===== src/rtl/obi_apb_bridge_pkg.sv =====
// Shared types and constants for the OBI-to-APB4 bridge.
package obi_apb_pkg;

    typedef enum logic [1:0] {
        IDLE   = 2'd0,
        SETUP  = 2'd1,
        ACCESS = 2'd2,
        RESP   = 2'd3
    } state_e;

    localparam logic [2:0]  APB_PROT_DEFAULT = 3'b000;
    localparam logic [31:0] TIMEOUT_RDATA    = 32'h0;

endpackage


===== src/rtl/obi_apb_bridge_if.sv =====
// OBI slave + APB4 master signal bundle around the bridge.
// slave modport: the bridge's own view (OBI slave, APB master side).
// master modport: the environment (interconnect + APB peripheral).
interface obi_apb_bridge_if #(
    parameter int APB_ADDR_WIDTH = 16
);
    logic                      req_i;
    logic                      gnt_o;
    logic                      rvalid_o;
    logic                      we_i;
    logic [3:0]                be_i;
    logic [31:0]               addr_i;
    logic [31:0]               wdata_i;
    logic [31:0]               rdata_o;
    logic                      err_o;
    logic                      psel_o;
    logic                      penable_o;
    logic                      pwrite_o;
    logic [APB_ADDR_WIDTH-1:0] paddr_o;
    logic [31:0]               pwdata_o;
    logic [3:0]                pstrb_o;
    logic [2:0]                pprot_o;
    logic                      pready_i;
    logic [31:0]               prdata_i;
    logic                      pslverr_i;

    modport slave (
        input  req_i, we_i, be_i, addr_i, wdata_i, pready_i, prdata_i, pslverr_i,
        output gnt_o, rvalid_o, rdata_o, err_o,
               psel_o, penable_o, pwrite_o, paddr_o, pwdata_o, pstrb_o, pprot_o
    );

    modport master (
        output req_i, we_i, be_i, addr_i, wdata_i, pready_i, prdata_i, pslverr_i,
        input  gnt_o, rvalid_o, rdata_o, err_o,
               psel_o, penable_o, pwrite_o, paddr_o, pwdata_o, pstrb_o, pprot_o
    );
endinterface


===== src/rtl/obi_apb_bridge_timeout_cnt.sv =====
// ACCESS-phase watchdog for the OBI-to-APB bridge (built only with OBI_APB_TIMEOUT_EN).
// o_expired flags the wait cycle on which the count reaches TIMEOUT_CYCLES.
module obi_apb_timeout_cnt #(
    parameter int TIMEOUT_CYCLES = 255
) (
    input  logic clk_i,
    input  logic rst_ni,
    input  logic i_clear,
    input  logic i_enable,
    output logic o_expired
);
    localparam int             W    = $clog2(TIMEOUT_CYCLES + 1);
    localparam logic [W-1:0]   LAST = W'(TIMEOUT_CYCLES - 1);

    logic [W-1:0] r_cnt;

    // Count ACCESS cycles spent waiting on pready; restart at every ACCESS entry.
    always_ff @(posedge clk_i or negedge rst_ni) begin
        if (!rst_ni)       r_cnt <= '0;
        else if (i_clear)  r_cnt <= '0;
        else if (i_enable) r_cnt <= r_cnt + 1'b1;
    end

    // This wait cycle is the one that brings the count to TIMEOUT_CYCLES.
    assign o_expired = i_enable & (r_cnt == LAST);
endmodule


===== src/rtl/obi_apb_bridge.sv =====
// OBI slave port to APB4 master bridge, one transaction outstanding.
// Optional ACCESS timeout enabled by defining OBI_APB_TIMEOUT_EN.
module obi_apb_bridge
    import obi_apb_pkg::*;
#(
    parameter int APB_ADDR_WIDTH = 16,
    parameter int TIMEOUT_CYCLES = 255
) (
    input  logic              clk_i,
    input  logic              rst_ni,
    obi_apb_bridge_if.slave   bus
);
    state_e                    r_state;
    logic                      r_psel, r_penable, r_pwrite;
    logic [APB_ADDR_WIDTH-1:0] r_paddr;
    logic [31:0]               r_pwdata;
    logic [3:0]                r_pstrb;
    logic                      r_rvalid, r_err;
    logic [31:0]               r_rdata;
    logic                      w_gnt;
    logic                      w_expired;

    // Accept a new request only when no transfer is in flight.
    assign w_gnt = bus.req_i & ((r_state == IDLE) | (r_state == RESP));

`ifdef OBI_APB_TIMEOUT_EN
    obi_apb_timeout_cnt #(.TIMEOUT_CYCLES(TIMEOUT_CYCLES)) u_tmo (
        .clk_i    (clk_i),
        .rst_ni   (rst_ni),
        .i_clear  (r_state == SETUP),
        .i_enable ((r_state == ACCESS) & ~bus.pready_i),
        .o_expired(w_expired)
    );
`else
    assign w_expired = 1'b0;
`endif

    // Upper OBI address bits are dropped on purpose; decoding happens upstream.
    generate
        if (APB_ADDR_WIDTH < 32) begin : g_trunc
            logic w_unused_addr;
            assign w_unused_addr = ^bus.addr_i[31:APB_ADDR_WIDTH];
        end
    endgenerate

    // Bridge FSM with all APB/OBI outputs registered.
    always_ff @(posedge clk_i or negedge rst_ni) begin
        if (!rst_ni) begin
            r_state   <= IDLE;
            r_psel    <= 1'b0;
            r_penable <= 1'b0;
            r_pwrite  <= 1'b0;
            r_paddr   <= '0;
            r_pwdata  <= '0;
            r_pstrb   <= '0;
            r_rvalid  <= 1'b0;
            r_rdata   <= '0;
            r_err     <= 1'b0;
        end else begin
            r_rvalid <= 1'b0;
            case (r_state)
                IDLE, RESP: begin
                    if (w_gnt) begin
                        r_paddr  <= bus.addr_i[APB_ADDR_WIDTH-1:0];
                        r_pwrite <= bus.we_i;
                        r_pwdata <= bus.wdata_i;
                        r_pstrb  <= bus.we_i ? bus.be_i : 4'b0;
                        r_psel   <= 1'b1;
                        r_state  <= SETUP;
                    end else begin
                        r_state  <= IDLE;
                    end
                end
                SETUP: begin
                    r_penable <= 1'b1;
                    r_state   <= ACCESS;
                end
                ACCESS: begin
                    // Ready beats the watchdog when both land on the same cycle.
                    if (bus.pready_i) begin
                        r_rdata   <= r_pwrite ? 32'h0 : bus.prdata_i;
                        r_err     <= bus.pslverr_i;
                        r_psel    <= 1'b0;
                        r_penable <= 1'b0;
                        r_rvalid  <= 1'b1;
                        r_state   <= RESP;
                    end else if (w_expired) begin
                        r_rdata   <= TIMEOUT_RDATA;
                        r_err     <= 1'b1;
                        r_psel    <= 1'b0;
                        r_penable <= 1'b0;
                        r_rvalid  <= 1'b1;
                        r_state   <= RESP;
                    end
                end
                default: r_state <= IDLE;
            endcase
        end
    end

    assign bus.gnt_o     = w_gnt;
    assign bus.rvalid_o  = r_rvalid;
    assign bus.rdata_o   = r_rdata;
    assign bus.err_o     = r_err;
    assign bus.psel_o    = r_psel;
    assign bus.penable_o = r_penable;
    assign bus.pwrite_o  = r_pwrite;
    assign bus.paddr_o   = r_paddr;
    assign bus.pwdata_o  = r_pwdata;
    assign bus.pstrb_o   = r_pstrb;
    assign bus.pprot_o   = APB_PROT_DEFAULT;
endmodule


===== src/flat_wrapper.sv =====
// flat-port wrapper written by rule: the top's interface ports become plain ports
module obi_apb_bridge_flat import obi_apb_pkg::*;
#(
    parameter int APB_ADDR_WIDTH = 16,
    parameter int TIMEOUT_CYCLES = 255
)
  (clk_i, rst_ni, bus_req_i, bus_we_i, bus_be_i, bus_addr_i, bus_wdata_i, bus_pready_i, bus_prdata_i, bus_pslverr_i, bus_gnt_o, bus_rvalid_o, bus_rdata_o, bus_err_o, bus_psel_o, bus_penable_o, bus_pwrite_o, bus_paddr_o, bus_pwdata_o, bus_pstrb_o, bus_pprot_o);
  obi_apb_bridge_if #(.APB_ADDR_WIDTH(APB_ADDR_WIDTH)) bus_i ();
  input  logic clk_i;
  input  logic rst_ni;
  input wire logic [$bits(bus_i.req_i)-1:0] bus_req_i;
  input wire logic [$bits(bus_i.we_i)-1:0] bus_we_i;
  input wire logic [$bits(bus_i.be_i)-1:0] bus_be_i;
  input wire logic [$bits(bus_i.addr_i)-1:0] bus_addr_i;
  input wire logic [$bits(bus_i.wdata_i)-1:0] bus_wdata_i;
  input wire logic [$bits(bus_i.pready_i)-1:0] bus_pready_i;
  input wire logic [$bits(bus_i.prdata_i)-1:0] bus_prdata_i;
  input wire logic [$bits(bus_i.pslverr_i)-1:0] bus_pslverr_i;
  output wire logic [$bits(bus_i.gnt_o)-1:0] bus_gnt_o;
  output wire logic [$bits(bus_i.rvalid_o)-1:0] bus_rvalid_o;
  output wire logic [$bits(bus_i.rdata_o)-1:0] bus_rdata_o;
  output wire logic [$bits(bus_i.err_o)-1:0] bus_err_o;
  output wire logic [$bits(bus_i.psel_o)-1:0] bus_psel_o;
  output wire logic [$bits(bus_i.penable_o)-1:0] bus_penable_o;
  output wire logic [$bits(bus_i.pwrite_o)-1:0] bus_pwrite_o;
  output wire logic [$bits(bus_i.paddr_o)-1:0] bus_paddr_o;
  output wire logic [$bits(bus_i.pwdata_o)-1:0] bus_pwdata_o;
  output wire logic [$bits(bus_i.pstrb_o)-1:0] bus_pstrb_o;
  output wire logic [$bits(bus_i.pprot_o)-1:0] bus_pprot_o;
  assign bus_i.req_i = bus_req_i;
  assign bus_i.we_i = bus_we_i;
  assign bus_i.be_i = bus_be_i;
  assign bus_i.addr_i = bus_addr_i;
  assign bus_i.wdata_i = bus_wdata_i;
  assign bus_i.pready_i = bus_pready_i;
  assign bus_i.prdata_i = bus_prdata_i;
  assign bus_i.pslverr_i = bus_pslverr_i;
  assign bus_gnt_o = bus_i.gnt_o;
  assign bus_rvalid_o = bus_i.rvalid_o;
  assign bus_rdata_o = bus_i.rdata_o;
  assign bus_err_o = bus_i.err_o;
  assign bus_psel_o = bus_i.psel_o;
  assign bus_penable_o = bus_i.penable_o;
  assign bus_pwrite_o = bus_i.pwrite_o;
  assign bus_paddr_o = bus_i.paddr_o;
  assign bus_pwdata_o = bus_i.pwdata_o;
  assign bus_pstrb_o = bus_i.pstrb_o;
  assign bus_pprot_o = bus_i.pprot_o;
  obi_apb_bridge #(.APB_ADDR_WIDTH(APB_ADDR_WIDTH), .TIMEOUT_CYCLES(TIMEOUT_CYCLES)) u_core (.clk_i(clk_i), .rst_ni(rst_ni), .bus(bus_i));
endmodule

===== config.mk =====
export PLATFORM = sky130hd
export DESIGN_NAME = obi_apb_bridge_flat
export DESIGN_NICKNAME = d
export VERILOG_FILES = /design/src/rtl/obi_apb_bridge_pkg.sv /design/src/rtl/obi_apb_bridge_if.sv /design/src/rtl/obi_apb_bridge_timeout_cnt.sv /design/src/rtl/obi_apb_bridge.sv /design/src/flat_wrapper.sv
export SDC_FILE = /design/constraint.sdc
export NUM_CORES = 1
export LEC_CHECK = 0
export CAP_MARGIN = 20
export CORE_MARGIN = 3
export CORE_UTILIZATION = 40
export CTS_CLUSTER_SIZE = 16
export DETAILED_ROUTE_END_ITERATION = 8
export MAX_ROUTING_LAYER = met4
export PLACE_DENSITY = 0.84
export SETUP_SLACK_MARGIN = 0.15
export SKIP_LAST_GASP = 1
export SLEW_MARGIN = 20
export SYNTH_ARGS = -nofsm -noshare
export SYNTH_HDL_FRONTEND = slang
export SYNTH_HIERARCHICAL = 1
export SYNTH_SLANG_ARGS = --single-unit

===== constraint.sdc =====
create_clock -name clk_i -period 2 [get_ports clk_i]
set_input_delay 0.6 -clock clk_i [delete_from_list [all_inputs] [get_ports clk_i]]
set_output_delay 0.6 -clock clk_i [all_outputs]
set_load 0.05 [all_outputs]

## After elaboration in Yosys (flattened, before gate mapping)

Index checks and enable logic that the tools add are counted.

| word-level totals | value |
|---|---|
| flip-flop bits (word level) | 91 |
| output and inout port bits | 93 |
| word-level logic and storage cells | 36 |

| operators by class | value |
|---|---|
| eq/ne operators | 5 |
| mux-type cells | 11 |
| bitwise operators | 2 |
| reductions and logical operators | 8 |

Operator list:

| kind | number |
|---|---|
| 2-to-1 mux 32 bit | 1 |
| case mux 2 bit (3 select lines) | 1 |
| AND reduction 2 bit | 3 |
| 2-to-1 mux 1 bit | 5 |
| == test 2 bit (second input constant) | 2 |
| 2-to-1 mux 4 bit | 1 |
| inequality test 2 bit (second input constant) | 2 |
| case mux 1 bit (2 select lines) | 2 |
| nonzero test 2 bit | 2 |
| AND reduction 3 bit | 1 |
| == test 2 x 1 -> 1 bit (second input constant) | 1 |
| logical NOT 2 bit | 1 |
| 2-to-1 mux 2 bit | 1 |
| OR reduction 2 bit | 1 |
| AND 1 bit | 1 |
| OR 1 bit | 1 |

## Longest topological paths before layout

Gate-level depths: netlist of the first run.

| logic depth | value |
|---|---|
| depth in word-level cells | 5 |
| gate-level depth with buffers | 7 |

## Worst setup path before layout of the first run

OpenSTA, ideal clock, no wires.

| timing | value |
|---|---|
| kind | register to output |
| start | register u_core.r_state[0] |
| end | output bus_gnt_o |
| arrival | 1.135 ns |
| setup slack | 0.265 ns |
| stages on the path, launching flop included | 6 |
| path buffers | 1 |
| cells stage by stage | dfrtp_1 > inv_1 > ha_1 > nand2_4 > inv_8 > buf_12 |

| between the ends | value |
|---|---|
| word-level cells in the longest chain between the ends | 3 |

Ends and longest elaborated chain:

| item | RTL line | text |
|---|---|---|
| from (decl) | obi_apb_bridge.sv:13 | `state_e r_state;` |
| from (signal assigned) | obi_apb_bridge.sv:49 | `r_state <= IDLE;` |
| from (signal assigned) | obi_apb_bridge.sv:69 | `r_state <= SETUP;` |
| from (signal assigned) | obi_apb_bridge.sv:71 | `r_state <= IDLE;` |
| == test 2 bit or logical NOT 2 bit (tied branches) | obi_apb_bridge.sv:24 | `assign w_gnt = bus.req_i & ((r_state == IDLE) \| (r_state == RESP));` |
| OR 1 bit (*) | obi_apb_bridge.sv:24 |  |
| AND 1 bit (*) | obi_apb_bridge.sv:24 |  |
| to (decl) | flat_wrapper.sv:19 | `output wire logic [$bits(bus_i.gnt_o)-1:0] bus_gnt_o;` |

Every way passes the cells marked *; elsewhere a longest branch is shown, timed or not.

## Final worst setup path of the first run

Same ends and word-level chain as after synthesis.

==> flow_metrics.py, run 1 <==
metrics = {
    "clocking": {
        "tritoncts": "done",
        "cts_sinks": 91,
        "clock_tree.buffer_depth": 2,
        "ctsRootBufferMaster": "clkbuf_8",
        "clk_pin_slew_ns": 0.10,
        "insertion_delay_ns": 0.35,
        "numCtsBuffers": 9,
        "htree_levels": 3,
    },
    "detailed_routing": {
        "ant_nets": 0,
        "drtPass1Iterations": 4,
        "drc": 0,
        "wirelength_um": 9450,
        "viasPerCell": 4.62,
        "vias": 2829,
        "drt_iter0_markers": 112,
        "wl_per_cell_um": 15.4,
    },
    "layout": {
        "design_area_um2": 5850,
        "finalNetCount": 587,
        "fin_util_pct": 62.8,
        "area_delta_synth_final_pct": 51.4,
        "fillerInstances": 721,
        "layout_commonest_cell": "buf_4",
        "layout_common_cells": "buf_4 (100), dfrtp_1 (91), clkdlybuf4s50_1 (87)",
        "layout-drive-gt1-share_pct": 36.6,
        "antenna_cells": 0,
    },
    "global_routing": {
        "grt_pass1_vias": 2952,
        "overflow": 0,
        "grt_pass1_wl_um": 15400,
        "grt_max_degree": 34,
        "groute.usage.overall_pct": 18.1,
        "antenna_found_initial": 0,
    },
    "worst_setup_path": {
        "critical-path-slowest-cell": "dfrtp_1",
        "rr_endpoint": "u_core/bus.pwdata_o[11]$_DFFE_PN0P_",
        "worstPathRequired_ns": 1.40,
        "ff2ff_path_depth": 7,
        "worstSetupPathType": "flip-flop to output port",
        "cp.arrival_ns": 1.30,
        "cp_max_fo": 2,
        "start_kind": "flip-flop",
        "r2r_start": "u_core/r_state[0]$_DFFE_PN0P_",
        "endpoint_kind": "output port",
        "max_stage_delay_ns": 0.38,
        "ff2ff_setup_slack_ns": 0.35,
        "cp_cell_sequence": "inv_2 -> ha_4 -> nand2_4 -> inv_8 -> buf_12",
    },
    "place": {
        "hpwl_um": 7090,
        "placed_area_um2": 5590,
        "gp_congestion": 0.822,
        "portBuffers": 179,
    },
    "power": {
        "power_density_nw_per_um2": 2110,
        "leakage_uw": 0.00279,
        "ir_drop_v": 0.000941,
    },
    "flow_run": {
        "max_cap_viol_count": 0,
    },
    "sta": {
        "setup_viol": 0,
        "rsz0062_at_grt": "true",
        "slew_violations": 0,
        "post-route-min-period_ns": 1.90,
        "hold_viol_final": 0,
        "fmax_ghz": 0.528,
        "finClkSkew_ns": 0.0156,
        "finalCritPeriodShare_pct": 94.8,
    },
    "floorplan": {
        "core.rowCount": 35,
        "initial_utilization_pct": 41.4,
        "fp.dieArea_um2": 10900,
        "io_pins": 199,
        "die_width_um": 104,
        "die_h_um": 104,
        "core_area_um2": 9330,
    },
    "yosys": {
        "avgSynthCellArea_um2": 13.4,
        "synthCells": 289,
        "ys_seq_elements": 91,
        "syn_area_um2": 3870,
        "ys_types": 19,
        "ys_warn_count": 6,
        "ys_seq_area_share_pct": 58.9,
    },
    "outcome": {
        "status": "finished clean",
    },
    "hold_path": {
        "hp-class": "input port to asynchronous set/reset pin",
    },
}
[per-stage QoR]
step	setup WS (ns)	cells	power [µW]	hold WS [ns]	TNS, ns
final	0.104	612	12300	0.176	0
after detailed placement	-0.0221	591	10900	0.472	-0.0221
after CTS	0.0784	611	12400	0.168	0
after global routing	0.0383	612	12900	0.183	0
after global placement	-0.0293	591	10800	0.467	-0.0293
after floorplan	0.265	291	8740	0.304	0
[cell families (layout without fill, tap and decap cells)]
kind of cell / Yosys count / in the layout / synth area share [%]
flip-flops: 91 / 91 / 58.9
AND/OR/NAND/NOR: 78 / 78 / 9.90
multiplexers: 52 / 52 / 19.8
AO/OA/AOI/OAI: 41 / 41 / 5.31
buffers and inverters: 23 / 215 / 4.98
adder cells (fa/ha/maj): 3 / 3 / 0.971
other: 1 / 3 / 0.0970
[critical path, delay by kind of cell, from the launching register on]
| kind | cells | cell delay [ns] |
|---|---|---|
| flops | 1 | 0.38 |
| fa+ha+maj | 1 | 0.27 |
| buf+inv | 3 | 0.24 |
| simple gates | 1 | 0.07 |
[where the power goes]
part | switching (µW) | internal, µW | leakage [µW]
logic | 4720 | 2950 | 0.00156
clock network | 678 | 714 | 0.000114
registers | 529 | 2760 | 0.00112
total | 5930 | 6420 | 0.00279
[state kept, by name (all words and copies together) (netlist names), 2 cells and up]
register / cells
u_core/bus.pwdata_o: 32
u_core/bus.pstrb_o: 4
u_core/r_state: 2
u_core/bus.paddr_o: 16
u_core/bus.rdata_o: 32
[timing repair]
item	CTS	global route
gates resized for setup	3	0
endpoints found under the setup margin	1	1
hold endpoints to repair	0	0
cloned	0	0
hold buffers	0	0
pin swaps	2	1
setup buffers	4	1
[per-layer routing]
| layer | vias to the layer above | routed length [µm] | global-route usage (%) |
|---|---|---|---|
| met2 | 113 | 4810 | 29.8 |
| met5 | - | 0 | - |
| li1 | 1328 | - | - |
| met3 | 19 | 599 | 4.10 |
| met4 | 0 | 202 | 6.84 |
| met1 | 1369 | 3840 | 21.8 |
[layout make-up]
cell class	instances	area, µm²	area share, %
Clock buffer	9	124	2.12
Sequential cell	91	2280	38.9
Inverter	5	26.3	0.449
Timing Repair Buffer	194	1750	29.9
Tap cell	129	161	2.76
Multi-Input combinational cell	177	1420	24.2
Clock inverter	7	96.3	1.65
[worst max path at each step]
stage	startpoint	depth (start not counted)	endpoint	slack [ns]
2_1_floorplan	u_core/r_state[0]$_DFFE_PN0P_	5	bus_gnt_o	0.26
3_3_place_gp	bus_req_i	4	bus_gnt_o	-0.03
3_5_place_dp	bus_req_i	4	bus_gnt_o	-0.02
4_1_cts	u_core/r_state[1]$_DFFE_PN0P_	4	bus_gnt_o	0.08
5_1_grt	u_core/r_state[1]$_DFFE_PN0P_	4	bus_gnt_o	0.04
6_report	u_core/r_state[0]$_DFFE_PN0P_	5	bus_gnt_o	0.10
[synth_stat cells]
master	n	area, µm²
dfrtp_1	91	2280
inv_1	4	15.0
nand2_1	42	158
buf_4	3	22.5
nand2b_1	33	206
conb_1	1	3.75
ha_1	3	37.5
inv_8	1	11.3
buf_2	5	25.0
mux2i_1	2	20.0
o21ai_0	39	195
nand2_4	1	11.3
buf_1	1	3.75
clkbuf_1	4	15.0
mux2_4	49	736
buf_12	5	100
mux2_2	1	11.3
nor2_1	2	7.51
a21oi_1	2	10.0
(Power assumes the default switching activity.)
==> run 2, diff against run 1 <==
--- a/config.mk
+++ b/config.mk
@@ -6,12 +6,14 @@
 export NUM_CORES = 1
 export LEC_CHECK = 0
 export CAP_MARGIN = 20
+export CELL_PAD_IN_SITES_DETAIL_PLACEMENT = 1
+export CELL_PAD_IN_SITES_GLOBAL_PLACEMENT = 1
 export CORE_MARGIN = 3
-export CORE_UTILIZATION = 40
+export CORE_UTILIZATION = 30
 export CTS_CLUSTER_SIZE = 16
 export DETAILED_ROUTE_END_ITERATION = 8
 export MAX_ROUTING_LAYER = met4
-export PLACE_DENSITY = 0.84
+export PLACE_DENSITY = 0.83
 export SETUP_SLACK_MARGIN = 0.15
 export SKIP_LAST_GASP = 1
 export SLEW_MARGIN = 20
==> flow_metrics.py, run 2 (synthesis results as in run 1) <==
metrics = {
    "outcome": {
        "status": "finished clean",
    },
    "global_routing": {
        "grt_pass1_vias": 3250,
        "antenna_found_initial": 0,
        "groute.usage.overall_pct": 16.3,
        "overflow": 0,
        "grt_pass1_wl_um": 17700,
        "grt_max_degree": 53,
    },
    "sta": {
        "post-route-min-period_ns": 1.94,
        "fin_setup_tns_ns": 0,
        "finalCritPeriodShare_pct": 96.9,
        "slew_violations": 0,
        "hold_viol_final": 0,
        "hold-worst-slack_ns": 0.241,
        "fmax_ghz": 0.516,
        "finClkSkew_ns": 0.00652,
        "slew_headroom_pct": 66.1,
        "rsz0062_at_grt": "true",
        "setup_ws_ns": 0.0615,
        "setup_viol": 0,
        "tightest_slew_ns": 0.509,
    },
    "clocking": {
        "cts_sinks": 91,
        "numCtsBuffers": 9,
        "ctsRootBufferMaster": "clkbuf_16",
        "clk_pin_slew_ns": 0.06,
        "insertion_delay_ns": 0.33,
        "clock_tree.buffer_depth": 2,
        "tritoncts": "done",
        "htree_levels": 3,
    },
    "layout": {
        "fillerInstances": 1329,
        "layout_commonest_cell": "buf_4",
        "antenna_cells": 0,
        "area_delta_synth_final_pct": 54.9,
        "finalNetCount": 588,
        "layout-drive-gt1-share_pct": 36.8,
        "finalNonFillerCells": 652,
        "layout_common_cells": "buf_4 (103), dfrtp_1 (91), clkdlybuf4s50_1 (87)",
    },
    "place": {
        "gp_congestion": 0.736,
        "hpwl_um": 8400,
        "portBuffers": 179,
        "pre_cts_slack_ns": -0.110,
        "dp.cells": 630,
    },
    "power": {
        "p_int_uw": 6750,
        "ir_drop_v": 0.000876,
        "total_power_uw": 12900,
        "sw_frac_of_total_pct": 47.6,
        "leakage_uw": 0.00282,
        "switchingPower_uw": 6120,
        "power_density_nw_per_um2": 2150,
        "power_frac_comb_pct": 60.6,
        "p_seq_share_pct": 25.8,
        "pwr-share-clk_pct": 13.6,
    },
    "worst_setup_path": {
        "worstSetupPathType": "flip-flop to output port",
        "start_kind": "flip-flop",
        "cp.arrival_ns": 1.34,
        "cp_max_fo": 2,
        "r2r_start": "u_core/r_state[1]$_DFFE_PN0P_",
        "worstPathRequired_ns": 1.40,
        "ff2ff_path_depth": 6,
        "ff2ff_setup_slack_ns": 0.25,
        "endpoint_kind": "output port",
        "rr_endpoint": "u_core/bus.paddr_o[10]$_DFFE_PN0P_",
    },
    "detailed_routing": {
        "wl_per_cell_um": 17.1,
        "drt_iter0_markers": 133,
        "ant_nets": 0,
        "wirelength_um": 11100,
        "vias": 2851,
        "drtPass1Iterations": 4,
        "viasPerCell": 4.37,
        "drc": 0,
    },
    "hold_path": {
        "hp-class": "input port to asynchronous set/reset pin",
    },
    "floorplan": {
        "io_pins": 199,
        "die_width_um": 120,
        "initial_utilization_pct": 31.4,
        "core_area_um2": 12300,
        "die_h_um": 120,
        "fp.dieArea_um2": 14300,
        "core.rowCount": 40,
    },
    "flow_run": {
        "max_cap_viol_count": 0,
    },
}
[run 2: changes by cell type in the layout (fill, tap and decap cells not counted), moves of 2 or more]
| cell | previous run | this run |
|---|---|---|
| buf_12 | 6 | 4 |
| buf_4 | 100 | 103 |
| clkbuf_16 | 0 | 9 |
| clkbuf_8 | 9 | 2 |
| clkinv_2 | 2 | 0 |
| clkinvlp_4 | 0 | 3 |
| inv_6 | 3 | 0 |
[run 2: power by group through the flow]
stage / clock (µW) / sequential [µW] / combinational, µW
floorplan: 0 / 6350 / 2390
finish: 1750 / 3320 / 7810
detailed placement: 0 / 3350 / 7660
CTS: 1820 / 3330 / 7860
global placement: 0 / 3270 / 7490
global route: 1910 / 3440 / 8180
[run 2: metrics by stage]
step                      instance area, µm²  util [%]
after floorplan                         3870         -
after global placement                  5610      45.6
after detailed placement                5610      45.6
after CTS                               5980      48.6
after global routing                    5990      48.6
final                                   5990      48.6
[run 2: layer usage]
| layer | global-route usage (%) | wire length [µm] |
|---|---|---|
| met2 | 27.3 | 5520 |
| met5 | - | 0 |
| met4 | 4.22 | 123 |
| met3 | 5.89 | 943 |
| met1 | 18.7 | 4550 |
[run 2: cell type report]
class | instances | area, µm² | area share, %
clock buffer | 11 | 253 | 4.22
multi-input combinational | 177 | 1430 | 23.8
tap | 168 | 210 | 3.51
timing repair buffer | 195 | 1730 | 28.9
inverter | 5 | 26.3 | 0.439
sequential | 91 | 2280 | 38.0
clock inverter | 5 | 61.3 | 1.02
[run 2: how the worst max path moves through the flow]
stage                                  startpoint  cells after the start  slack [ns]                            endpoint
floorplan           u_core/r_state[0]$_DFFE_PN0P_                      5        0.26                           bus_gnt_o
global placement                        bus_req_i                      4        -0.1                           bus_gnt_o
detailed placement                      bus_req_i                      5       -0.11  u_core/bus.paddr_o[10]$_DFFE_PN0P_
CTS                 u_core/r_state[1]$_DFFE_PN0P_                      4        0.05                           bus_gnt_o
global route        u_core/r_state[0]$_DFFE_PN0P_                      5       0.006                           bus_gnt_o
finish              u_core/r_state[1]$_DFFE_PN0P_                      4        0.06                           bus_gnt_o
[run 2: repair_timing]
item | 4_1_cts | 5_1_grt
hold buffers | 0 | 0
buffers inserted | 5 | 1
pin swaps | 1 | 1
setup endpoints to repair | 1 | 1
resized for setup | 4 | 0
[run 2: critical path, cell delays in order, from the launching register on]
cell	delay (ns)
dfrtp_1	0.41
ha_4	0.32
nand2_8	0.07
inv_8	0.08
buf_12	0.13
